File: config.mk
export PLATFORM = sky130hd
export DESIGN_NAME = add_accumulator
export DESIGN_NICKNAME = d
export VERILOG_FILES = /design/src/rtl/add_accumulator.sv
export SDC_FILE = /design/constraint.sdc
export NUM_CORES = 1
export LEC_CHECK = 0
export CAP_MARGIN = 10
export CORE_AREA = 8 8 55 57
export CTS_CLUSTER_DIAMETER = 60
export DETAILED_ROUTE_END_ITERATION = 10
export DIE_AREA = 0 0 63 65
export GPL_TIMING_DRIVEN = 1
export PLACE_DENSITY = 0.84
export SLEW_MARGIN = 20
export SYNTH_ARGS = -nofsm -noshare
export SYNTH_HDL_FRONTEND = slang
export SYNTH_SLANG_ARGS = --single-unit
File: constraint.sdc
create_clock -name Clock -period 5.4 [get_ports Clock]
set_clock_uncertainty 0.1 [all_clocks]
set_input_delay 1.08 -clock Clock [delete_from_list [all_inputs] [get_ports Clock]]
set_output_delay 1.08 -clock Clock [all_outputs]
set_load 0.005 [all_outputs]
File: src/rtl/add_accumulator.sv
// Streaming accumulator: each accepted operand is added through an N-stage ripple-carry
// datapath, and the carry-outs are counted in CW extra high-order bits.

module fulladd (
    input  logic i_a,
    input  logic i_b,
    input  logic i_cin,
    output logic o_s,
    output logic o_cout
);
    assign o_s    = i_a ^ i_b ^ i_cin;
    assign o_cout = (i_a & i_b) | (i_cin & (i_a ^ i_b));
endmodule

module add_accumulator #(
    parameter int N  = 4,
    parameter int CW = 4
) (
    input  logic              Clock,
    input  logic              Resetn,
    input  logic              in_valid,
    output logic              in_ready,
    input  logic [N-1:0]      in_data,
    input  logic              in_last,
    output logic              out_valid,
    input  logic              out_ready,
    output logic [N+CW-1:0]   out_sum,
    output logic              out_ovf,
    output logic [7:0]        out_terms
);
    // state | meaning
    // IDLE  | waiting for the first operand of a new sum
    // ACCUM | adding further operands until one is marked last
    // DONE  | total presented downstream, waiting for out_ready
    typedef enum logic [1:0] {S_IDLE, S_ACCUM, S_DONE} state_t;

    state_t            r_state;
    state_t            w_next;
    logic [N+CW-1:0]   r_acc;
    logic              r_ovf;
    logic [7:0]        r_terms;
    logic              r_armed;

    logic [N:0]        w_carry;
    logic [N-1:0]      w_sum_lo;
    logic [CW-1:0]     w_upper_inc;
    logic              w_wrap;
    logic              w_accept;

    assign w_carry[0] = 1'b0;

    for (genvar i = 0; i < N; i++) begin : g_ripple
        fulladd u_fa (
            .i_a    (r_acc[i]),
            .i_b    (in_data[i]),
            .i_cin  (w_carry[i]),
            .o_s    (w_sum_lo[i]),
            .o_cout (w_carry[i+1])
        );
    end

    assign w_upper_inc = r_acc[N+CW-1:N] + CW'(w_carry[N]);
    assign w_wrap      = w_carry[N] & (&r_acc[N+CW-1:N]);

    // r_armed keeps in_ready low for the cycle right after a reset edge
    assign in_ready  = r_armed && (r_state != S_DONE);
    assign out_valid = (r_state == S_DONE);
    assign w_accept  = in_valid && in_ready;

    assign out_sum   = r_acc;
    assign out_ovf   = r_ovf;
    assign out_terms = r_terms;

    always_comb begin
        w_next = r_state;
        case (r_state)
            S_IDLE: begin
                if (w_accept) w_next = in_last ? S_DONE : S_ACCUM;
            end
            S_ACCUM: begin
                if (w_accept && in_last) w_next = S_DONE;
            end
            S_DONE: begin
                if (out_ready) w_next = S_IDLE;
            end
            default: w_next = S_IDLE;
        endcase
    end

    always_ff @(posedge Clock) begin
        if (!Resetn) begin
            r_state <= S_IDLE;
            r_acc   <= '0;
            r_ovf   <= 1'b0;
            r_terms <= 8'd0;
            r_armed <= 1'b0;
        end else begin
            r_state <= w_next;
            r_armed <= 1'b1;
            if (w_accept) begin
                if (r_state == S_IDLE) begin
                    r_acc   <= {{CW{1'b0}}, in_data};
                    r_ovf   <= 1'b0;
                    r_terms <= 8'd1;
                end else begin
                    r_acc   <= {w_upper_inc, w_sum_lo};
                    r_ovf   <= r_ovf | w_wrap;
                    r_terms <= r_terms + {7'd0, (r_terms != 8'd255)};
                end
            end
        end
    end
endmodule

==> flow_summary.json, run 1 <==
{
  "synth_edf_count": 0,
  "place_ws_ns": 1.72,
  "area_delta_synth_final_pct": 25.7,
  "reg2reg_depth": 11,
  "max-clock-path-buffers": 2,
  "drive_above_1_share_pct": 5.76,
  "core_area_um2": 2150,
  "min_period_ns": 3.37,
  "grt-ovfl-total": 0,
  "worstSetupPathType": "in2reg",
  "status": "completed",
  "cts_buffers": 3,
  "worstSkewPairLatency_ns": 0.30,
  "rows": 17,
  "power.internal_mw": 0.199,
  "vias": 890,
  "cp.arrival_ns": 3.47,
  "antenna_found_initial": 0,
  "hold_path_depth": 1,
  "switchingPower_mw": 0.0681,
  "wl_mm": 2.25,
  "drtIter0Drc": 28,
  "setup_viol": 0,
  "ioPinCount": 28,
  "critPathSlowestCell": "clkdlybuf4s50_1",
  "p_clk_share_pct": 25.9,
  "nets": 158,
  "rsz0062_at_grt": "false",
  "syn_inst": 117,
  "syn-cell-area_um2": 1050,
  "power_density_nw_per_um2": 202,
  "slew_viol_final": 0,
  "drc": 0,
  "async_flop_share_pct": 0,
  "yosysWarnings": 0,
  "leakage_nw": 0.531,
  "die_w_um": 63,
  "power_mw": 0.268,
  "cpPeakStageDelay_ns": 0.42,
  "reg2reg_slack_ns": 2.92,
  "cts_hold_buf": 0,
  "synthTopCellsByCount": "20 x dfxtp_1, 16 x nand2_1, 10 x nor2_1",
  "seq_area_frac_synth_pct": 38.0,
  "power.switching_fraction_pct": 25.4,
  "hpwlAfterDp_mm": 1.76,
  "synth_seq_cells": 20,
  "cts_tree": "built",
  "die_h_um": 65,
  "syn_nets": 134,
  "port_buffers": 27,
  "ctsResizeCount": 0,
  "cp-start-kind": "input pin",
  "power_frac_comb_pct": 15.8,
  "dieArea_um2": 4100,
  "clock-root-buffer": "clkbuf_4",
  "required_ns": 5.49,
  "grt_max_degree": 14,
  "ant_nets": 0,
  "grt_pass1_wl_mm": 4.10,
  "ir_drop_uv": 140,
  "hold_path.class": "reg2reg",
  "ys_types": 31,
  "hold_violations": 0,
  "r2r-start": "out_sum[0]",
  "min_from": "out_ovf",
  "wire_per_inst_um": 13.5,
  "worst-path-max-fanout": 2,
  "synth.avg_cell_area_um2": 8.99,
  "globalplace.congestion": 0.812,
  "seq_power_share_pct": 58.4,
  "start_util_pct": 49.0,
  "period_share_pct": 62.5,
  "ys.flop_type": "dfxtp_1",
  "fin_setup_tns_ns": 0,
  "crit_chain": "clkdlybuf4s50_1, ha_1, fa_1, inv_1, fa_1, inv_1, fa_1, ha_1, ha_1, nand3_1, xor2_1, nor2_1",
  "ys_top_cells_by_area": "dfxtp_1 38%, ha_1 5.9%, fa_1 5.7%",
  "grtUsageTotal_pct": 12.2,
  "whs_endpoint": "out_ovf",
  "cp-end-kind": "register",
  "dr.pass1.iters": 4,
  "htree_levels": 1,
  "yosysMostFrequentCell": "dfxtp_1",
  "fin_ws_ns": 2.03,
  "reg2reg_to": "out_sum[6]",
  "clk_pin_slew_ns": 0.10,
  "slew_headroom_pct": 49.7,
  "antenna_cells": 0,
  "grt_pass1_vias": 964,
  "synth_top_cell_area_share_pct": 38.0,
  "tightest_slew_ns": 0.751,
  "post_cts_buffers": 0,
  "viasPerCell": 5.33,
  "clkSinkCount": 20,
  "yosysTopAreaCell": "dfxtp_1",
  "drv_cap": 0,
  "max_freq_mhz": 296
}
-- worst max path at each step --
stage / cells past startpoint / endpoint / slack (ns) / from
after floorplan: 11 / out_sum[6] / 2.32 / in_data[0]
after global routing: 12 / out_sum[6] / 1.83 / in_data[0]
after global placement: 12 / out_sum[6] / 1.79 / in_data[0]
final: 12 / out_sum[6] / 2.03 / in_data[0]
after CTS: 12 / out_sum[6] / 2.01 / in_data[0]
after detailed placement: 12 / out_sum[6] / 1.72 / in_data[0]
-- power by group through the flow --
| stage | clock (mW) | combinational (mW) | sequential, mW |
|---|---|---|---|
| 5_1_grt | 0.0786 | 0.0481 | 0.157 |
| 2_1_floorplan | 0 | 0.0260 | 0.159 |
| 6_report | 0.0692 | 0.0421 | 0.156 |
| 3_3_place_gp | 0 | 0.0409 | 0.159 |
| 4_1_cts | 0.0693 | 0.0427 | 0.156 |
| 3_5_place_dp | 0 | 0.0421 | 0.160 |
-- cells by family after synthesis --
group                    share of synthesized area (%)
AND/OR/NAND/NOR                                   26.3
flip-flops                                        38.0
AO/OA/AOI/OAI                                     10.6
buffers and inverters                             7.61
adder cells (fa/ha/maj)                           11.7
XOR/XNOR                                          5.83
-- registers in the layout, summed over array words and instances (netlist names) --
| register | flops |
|---|---|
| out_sum | 8 |
| r_armed | 1 |
| out_ovf | 1 |
| r_state | 2 |
| out_terms | 8 |
-- cell usage in the layout, fill, tap and decap left out --
| cell | synthesis | routed |
|---|---|---|
| a21oi_1 | 4 | 4 |
| and2_1 | 4 | 4 |
| and4_1 | 1 | 1 |
| clkbuf_4 | 0 | 3 |
| clkdlybuf4s50_1 | 0 | 27 |
| dfxtp_1 | 20 | 20 |
| fa_1 | 3 | 3 |
| ha_1 | 5 | 5 |
| inv_1 | 5 | 5 |
| inv_2 | 1 | 1 |
| nand2_1 | 16 | 16 |
| nand2_4 | 1 | 1 |
| nand2b_1 | 1 | 1 |
| nand3_1 | 8 | 8 |
| nand4_1 | 3 | 3 |
| nor2_1 | 10 | 10 |
| nor3_1 | 2 | 2 |
| nor3b_1 | 2 | 2 |
| nor4_1 | 1 | 1 |
| nor4b_2 | 2 | 2 |
| o211a_1 | 4 | 4 |
| o211ai_1 | 1 | 1 |
| o21ai_0 | 4 | 4 |
| o21ba_2 | 1 | 1 |
| o22ai_1 | 1 | 1 |
| o31ai_1 | 1 | 1 |
| or4_1 | 1 | 1 |
| xnor2_1 | 3 | 3 |
| xor2_1 | 4 | 4 |
-- through the flow --
stage               instances  hold slack [ns]  utilization, %  cell area, um2
detailed placement        164            0.370            60.5            1300
finish                    167            0.392            61.6            1320
CTS                       167            0.395            61.6            1320
global route              167            0.419            61.6            1320
global placement          164            0.368            60.5            1300
floorplan                 117            0.381               -            1050
-- final cells by class --
cell class / instances / area [um2]
Inverter: 6 / 22.5
Timing Repair Buffer: 27 / 270
Sequential cell: 20 / 400
Tap cell: 28 / 35.0
Multi-Input combinational cell: 83 / 572
Fill cell: 183 / 826
Clock buffer: 3 / 22.5
-- critical path: cells and delay by family --
kind / cells / cell delay (ns)
XOR/XNOR: 1 / 0.16
adder cells (fa/ha/maj): 6 / 1.54
buffers and inverters: 3 / 0.56
AND/OR/NAND/NOR: 2 / 0.12
-- layer usage --
| metal | vias to the layer above | track usage [%] | routed length, um |
|---|---|---|---|
| li1 | 441 | - | - |
| met3 | 6 | 4.30 | 167 |
| met2 | 31 | 21.4 | 1070 |
| met5 | - | 0 | 0 |
| met1 | 412 | 12.2 | 958 |
| met4 | 0 | 7.69 | 53 |
No activity file was read; power rests on OpenSTA's default activity.
==> run 2, diff against run 1 <==
Settings changed: CORE_AREA 8 8 55 57 to 8 8 57 59, DIE_AREA 0 0 63 65 to 0 0 65 67, PLACE_DENSITY 0.84 to 0.79.
Clock period 5.4 ns to 3.27 ns, I/O delays scaled along.
==> run 2 against run 1 <==
  * Largest power group unchanged
  * Flip-flop and latch count stayed put
  * Sequential share of layout area is 0.23 points lower
  * Die area is 6.3% higher
  * Register-to-register slack worse by 2.1 ns
  * Combinational power is 67% higher
  * Via count is 0.34% higher
  * Critical path depth stayed put
  * Non-clock buffer count is 1 higher
  * Critical endpoint unchanged
  * Cell count is 1.8% higher
==> flow_summary.json, run 2 (synthesized netlist as in run 1, its figures left out) <==
{
  "rsz0062_at_grt": "false",
  "max-clock-path-buffers": 2,
  "ant_nets": 0,
  "grtUsageTotal_pct": 11.3,
  "die_h_um": 67,
  "hold_path.class": "reg2reg",
  "viasPerCell": 5.25,
  "worst-path-max-fanout": 2,
  "hpwlAfterDp_mm": 1.84,
  "status": "completed",
  "drive_above_1_share_pct": 6.43,
  "clock-root-buffer": "clkbuf_4",
  "wire_per_inst_um": 13.1,
  "crit_family": "adder cells",
  "ioPinCount": 28,
  "slew_viol_final": 0,
  "start_util_pct": 44.5,
  "switchingPower_mw": 0.106,
  "cts_buffers": 3,
  "drtIter0Drc": 17,
  "cp-end-kind": "register",
  "cts_tree": "built",
  "most-common-layout-cells": "27 x clkdlybuf4s50_1, 20 x dfxtp_1, 16 x nand2_1",
  "regArea_um2": 400,
  "cp-start-kind": "input pin",
  "grt_pass1_wl_mm": 4.02,
  "cts_hold_buf": 0,
  "rows": 18,
  "ir_drop_uv": 252,
  "clk_pin_slew_ns": 0.10,
  "worstSetupPathType": "in2reg",
  "critPathSlowestCell": "clkdlybuf4s50_1",
  "antenna_found_initial": 0,
  "setup_viol": 0,
  "drc": 0,
  "seq_power_share_pct": 59.2,
  "grt_max_degree": 13,
  "p_clk_share_pct": 24.7,
  "period_share_pct": 89.2,
  "clkSinkCount": 20,
  "cp.arrival_ns": 2.99,
  "power_frac_comb_pct": 16.1,
  "die_w_um": 65,
  "fill_cells": 232,
  "hold_violations": 0,
  "place_ws_ns": 0.0672,
  "dr.pass1.iters": 4,
  "min_period_ns": 2.92,
  "htree_levels": 1,
  "nets": 159,
  "grt-ovfl-total": 0,
  "ctsResizeCount": 0,
  "post_cts_buffers": 0,
  "tightest_slew_ns": 0.486,
  "multi_input_area_um2": 572,
  "slew_headroom_pct": 67.5,
  "required_ns": 3.34,
  "power.internal_mw": 0.329,
  "wl_mm": 2.23,
  "dieArea_um2": 4360,
  "leakage_nw": 0.536,
  "power.switching_fraction_pct": 24.4,
  "worstSkewPairLatency_ns": 0.28,
  "port_buffers": 27,
  "fin_ws_ns": 0.352,
  "area_delta_synth_final_pct": 26.6,
  "final_common_cell": "clkdlybuf4s50_1",
  "core_area_um2": 2360,
  "grt_pass1_vias": 971,
  "globalplace.congestion": 0.772,
  "path_buf_inv": 3,
  "max_freq_mhz": 343,
  "crit_chain": "clkdlybuf4s50_1, ha_1, fa_1, inv_1, fa_1, inv_1, fa_1, ha_1, ha_1, nand3_1, xor2_1, nor2_1",
  "drv_cap": 0,
  "antenna_cells": 0,
  "power_density_nw_per_um2": 327,
  "cpPeakStageDelay_ns": 0.42,
  "fin_setup_tns_ns": 0,
  "vias": 893,
  "reg2reg_slack_ns": 0.82
}
## run 2: through the flow
step                hold WS (ns)  cell area, um2  instances  utilization, %  total power [mW]
floorplan                  0.381            1050        117               -             0.305
global placement           0.370            1310        167            55.4             0.332
detailed placement         0.375            1310        167            55.4             0.334
CTS                        0.399            1330        170            56.3             0.442
global route               0.433            1330        170            56.3             0.462
finish                     0.393            1330        170            56.3             0.436
## run 2: worst paths after layout
kind         depth (start not counted)  startpoint         end
max                                 12  in_data[0]  out_sum[6]
min                                  1     out_ovf     out_ovf
max reg2reg                         11  out_sum[0]  out_sum[6]
min reg2reg                          1     out_ovf     out_ovf
## run 2: layer usage
| metal | global-route usage (%) | share of wire [%] |
|---|---|---|
| met3 | 5.03 | 8.9 |
| met4 | 3.27 | 0 |
| met1 | 11.2 | 41 |
| met2 | 20.7 | 50 |
| met5 | 0 | 0 |
## run 2: layout make-up
class / instances / area share (%)
Inverter: 6 / 1.69
Clock buffer: 3 / 1.69
Sequential cell: 20 / 30.0
Timing Repair Buffer: 28 / 20.8
Tap cell: 30 / 2.82
Multi-Input combinational cell: 83 / 42.9
## run 2: power groups by stage
stage               combinational [mW]  sequential, mW  clock [mW]
CTS                             0.0711           0.258       0.113
finish                          0.0701           0.258       0.108
global route                    0.0799           0.259       0.123
detailed placement              0.0705           0.264           0
global placement                0.0691           0.263           0
floorplan                       0.0429           0.262           0
## run 2: worst register-to-register path: stages (launching register included)
cell and delay, ns:
dfxtp_1 0.34, ha_1 0.19, fa_1 0.35, inv_1 0.07
fa_1 0.16, inv_1 0.05, fa_1 0.39, ha_1 0.22
ha_1 0.18, nand3_1 0.08, xor2_1 0.15, nor2_1 0.05
==> patch, RTL diff (settings of run 2) <==
Reset style: asynchronous (`Resetn`), changed in one clocked block.
--- a/src/rtl/add_accumulator.sv
+++ b/src/rtl/add_accumulator.sv
@@ -87,7 +87,7 @@
         endcase
     end
 
-    always_ff @(posedge Clock) begin
+    always_ff @(posedge Clock or negedge Resetn) begin
         if (!Resetn) begin
             r_state <= S_IDLE;
             r_acc   <= '0;
Function: differs if Resetn is asserted again (counterexample within 4 cycles, from zero or initial values and one cycle with Resetn low); with Resetn held inactive, the same outputs for 10 cycles.
==> patch against run 2 <==
  * Final cell count is 3.5% lower
  * Critical path type unchanged
  * Sequential share of layout area rose by 3.9 points
  * Sequential cell count unchanged
  * Highest routed layer is now met4
  * Setup slack got worse by 99 ps
  * Synthesized area rose by 16%
  * Cell area rose by 11%
  * Count of clock-buffer cells in the layout is the same
  * Hold slack improved by 32 ps
  * Routed wire length rose by 17%
Power is not compared: it rests on default switching activity, and its combinational part moved more than twofold at a synthesized area within 25%.
==> patch: results (changes against run 2) <==
- Slack of the worst reg-to-reg path: 650 ps (-170 ps)
- CP arrival: 3110 ps (+120 ps)
- Ys Warns: 0 (unchanged)
- Worst-margin pin slew: 885 ps (+399 ps)
- P_leak: 0.657 nW
- Clock-pin slew on the worst setup and hold paths: 110 ps
- Clk_lat worst skew: 290 ps
- Routed WL: 2.61 mm (+17%)
- Crit path launch: in_data[0]
- Post-Syn Nets: 131 (-2.2%)
- # diodes: 0 (unchanged)
- Number of global-route vias before repair: 1055 (+8.7%)
- Synth cell count leaders: dfrtp_1, inv_1, mux2i_1, nand3_1, o21ai_0
- Vias/cell: 5.76 (+9.6%)
- Status: finished clean
- HPWL after detailed placement: 1.95 mm (+5.9%)
- Port-buffer cells: 27 (unchanged)
- Worst IR Drop VDD: between 0.3 and 0.4 mV
- Maximum clock frequency: 0.331 GHz (-3.3%)
- Synth Instances: 114 (-2.6%)
- WHS Path Cells: 1 (unchanged)
- Crit path max fanout: 2 (unchanged)
- Pre-Repair DR Iteration Count: 4 (unchanged)
- Synth top area cells: dfrtp_1, mux2i_1, ha_1
- Worst slack at placement: -63.9 ps (-131 ps)
- Total GRT Usage: 0.131 (+0.0180)
- Htree depth: 1 (unchanged)
- Pin count of the biggest net entering global routing: 22 (+9)
- Routability cong.: 0.787 (+2.0%)
- Post-route insts no fill: 164 (-3.5%)
- First-pass GRT wire length: 4.53 mm (+13%)
- Worst Setup EP: out_sum[6]
- Layout cell share with drive strength beyond 1: 0.0522 (-0.0120)
- Nets: 153 (-3.8%)
- Initial DRC count: 33 (+16)
- CTS resizes: 0 (unchanged)
- Netlist cell types: 37 (+19%)
- Antenna violations before repair: 0 (unchanged)
- Seq/Total Area, Yosys: 0.410 (+0.0298)
- CTS buffer count: 3 (unchanged)
- FF-to-FF Start: out_sum[0]
- Ys async rst share: 1.00 (+1.00)
==> patch: cell families (layout without fill, tap and decap cells) <==
family	count (synthesis)	after routing	synth area share
AO/OA/AOI/OAI	24	24	0.148
flip-flops	20	20	0.410
multiplexers	10	10	0.0841
buffers and inverters	19	39	0.0892
AND/OR/NAND/NOR	32	32	0.165
other	1	1	0.00307
adder cells (fa/ha/maj)	8	8	0.101
==> patch: power breakdown <==
| group | internal (mW) | leakage, nW | switching [mW] |
|---|---|---|---|
| Clock | 0.0429 | 0.0138 | 0.0728 |
| Sequential | 0.286 | 0.262 | 0.0586 |
| Combinational | 0.142 | 0.382 | 0.0982 |
| Total | 0.471 | 0.657 | 0.230 |
==> patch: final cells by class <==
class,count,area [µm²]
fill,226,890
multi-input combinational,75,611
sequential,20,500
timing repair buffer,27,270
tap,30,37.5
inverter,9,33.8
clock buffer,3,22.5
==> patch: worst min-delay path by stage <==
stage                     slack, ps        from    endpoint
final                           430     out_ovf     out_ovf
after global routing            450     out_ovf     out_ovf
after CTS                       430     out_ovf     out_ovf
after detailed placement        400     out_ovf     out_ovf
after global placement          400  out_sum[2]  out_sum[2]
after floorplan                 260      Resetn     out_ovf
==> patch: critical path: stages <==
cell and delay (ps):
clkdlybuf4s50_1 430, ha_1 220, fa_1 350, inv_1 70, fa_1 150, inv_1 50
fa_1 380, ha_1 210, ha_1 190, nand4b_1 90, o21ai_0 90, a22o_1 230
==> patch: metrics by stage <==
step	power, mW	cell area [µm²]	util	TNS (ps)	hold WS [ps]
after floorplan	0.493	1220	-	0	258
after global placement	0.582	1450	0.614	-78.7	403
after detailed placement	0.593	1450	0.614	-128	404
after CTS	0.709	1480	0.624	0	429
after global routing	0.753	1480	0.624	0	446
final	0.701	1480	0.624	0	425
==> patch: layer usage <==
layer  vias up  wire length, µm  share of wire  track usage
met5         -                0              0            0
met1       470             1070           0.41        0.131
met3         4              144          0.055       0.0453
met4         0               27          0.010       0.0545
met2        16             1370           0.52        0.241
li1        454                -              -            -
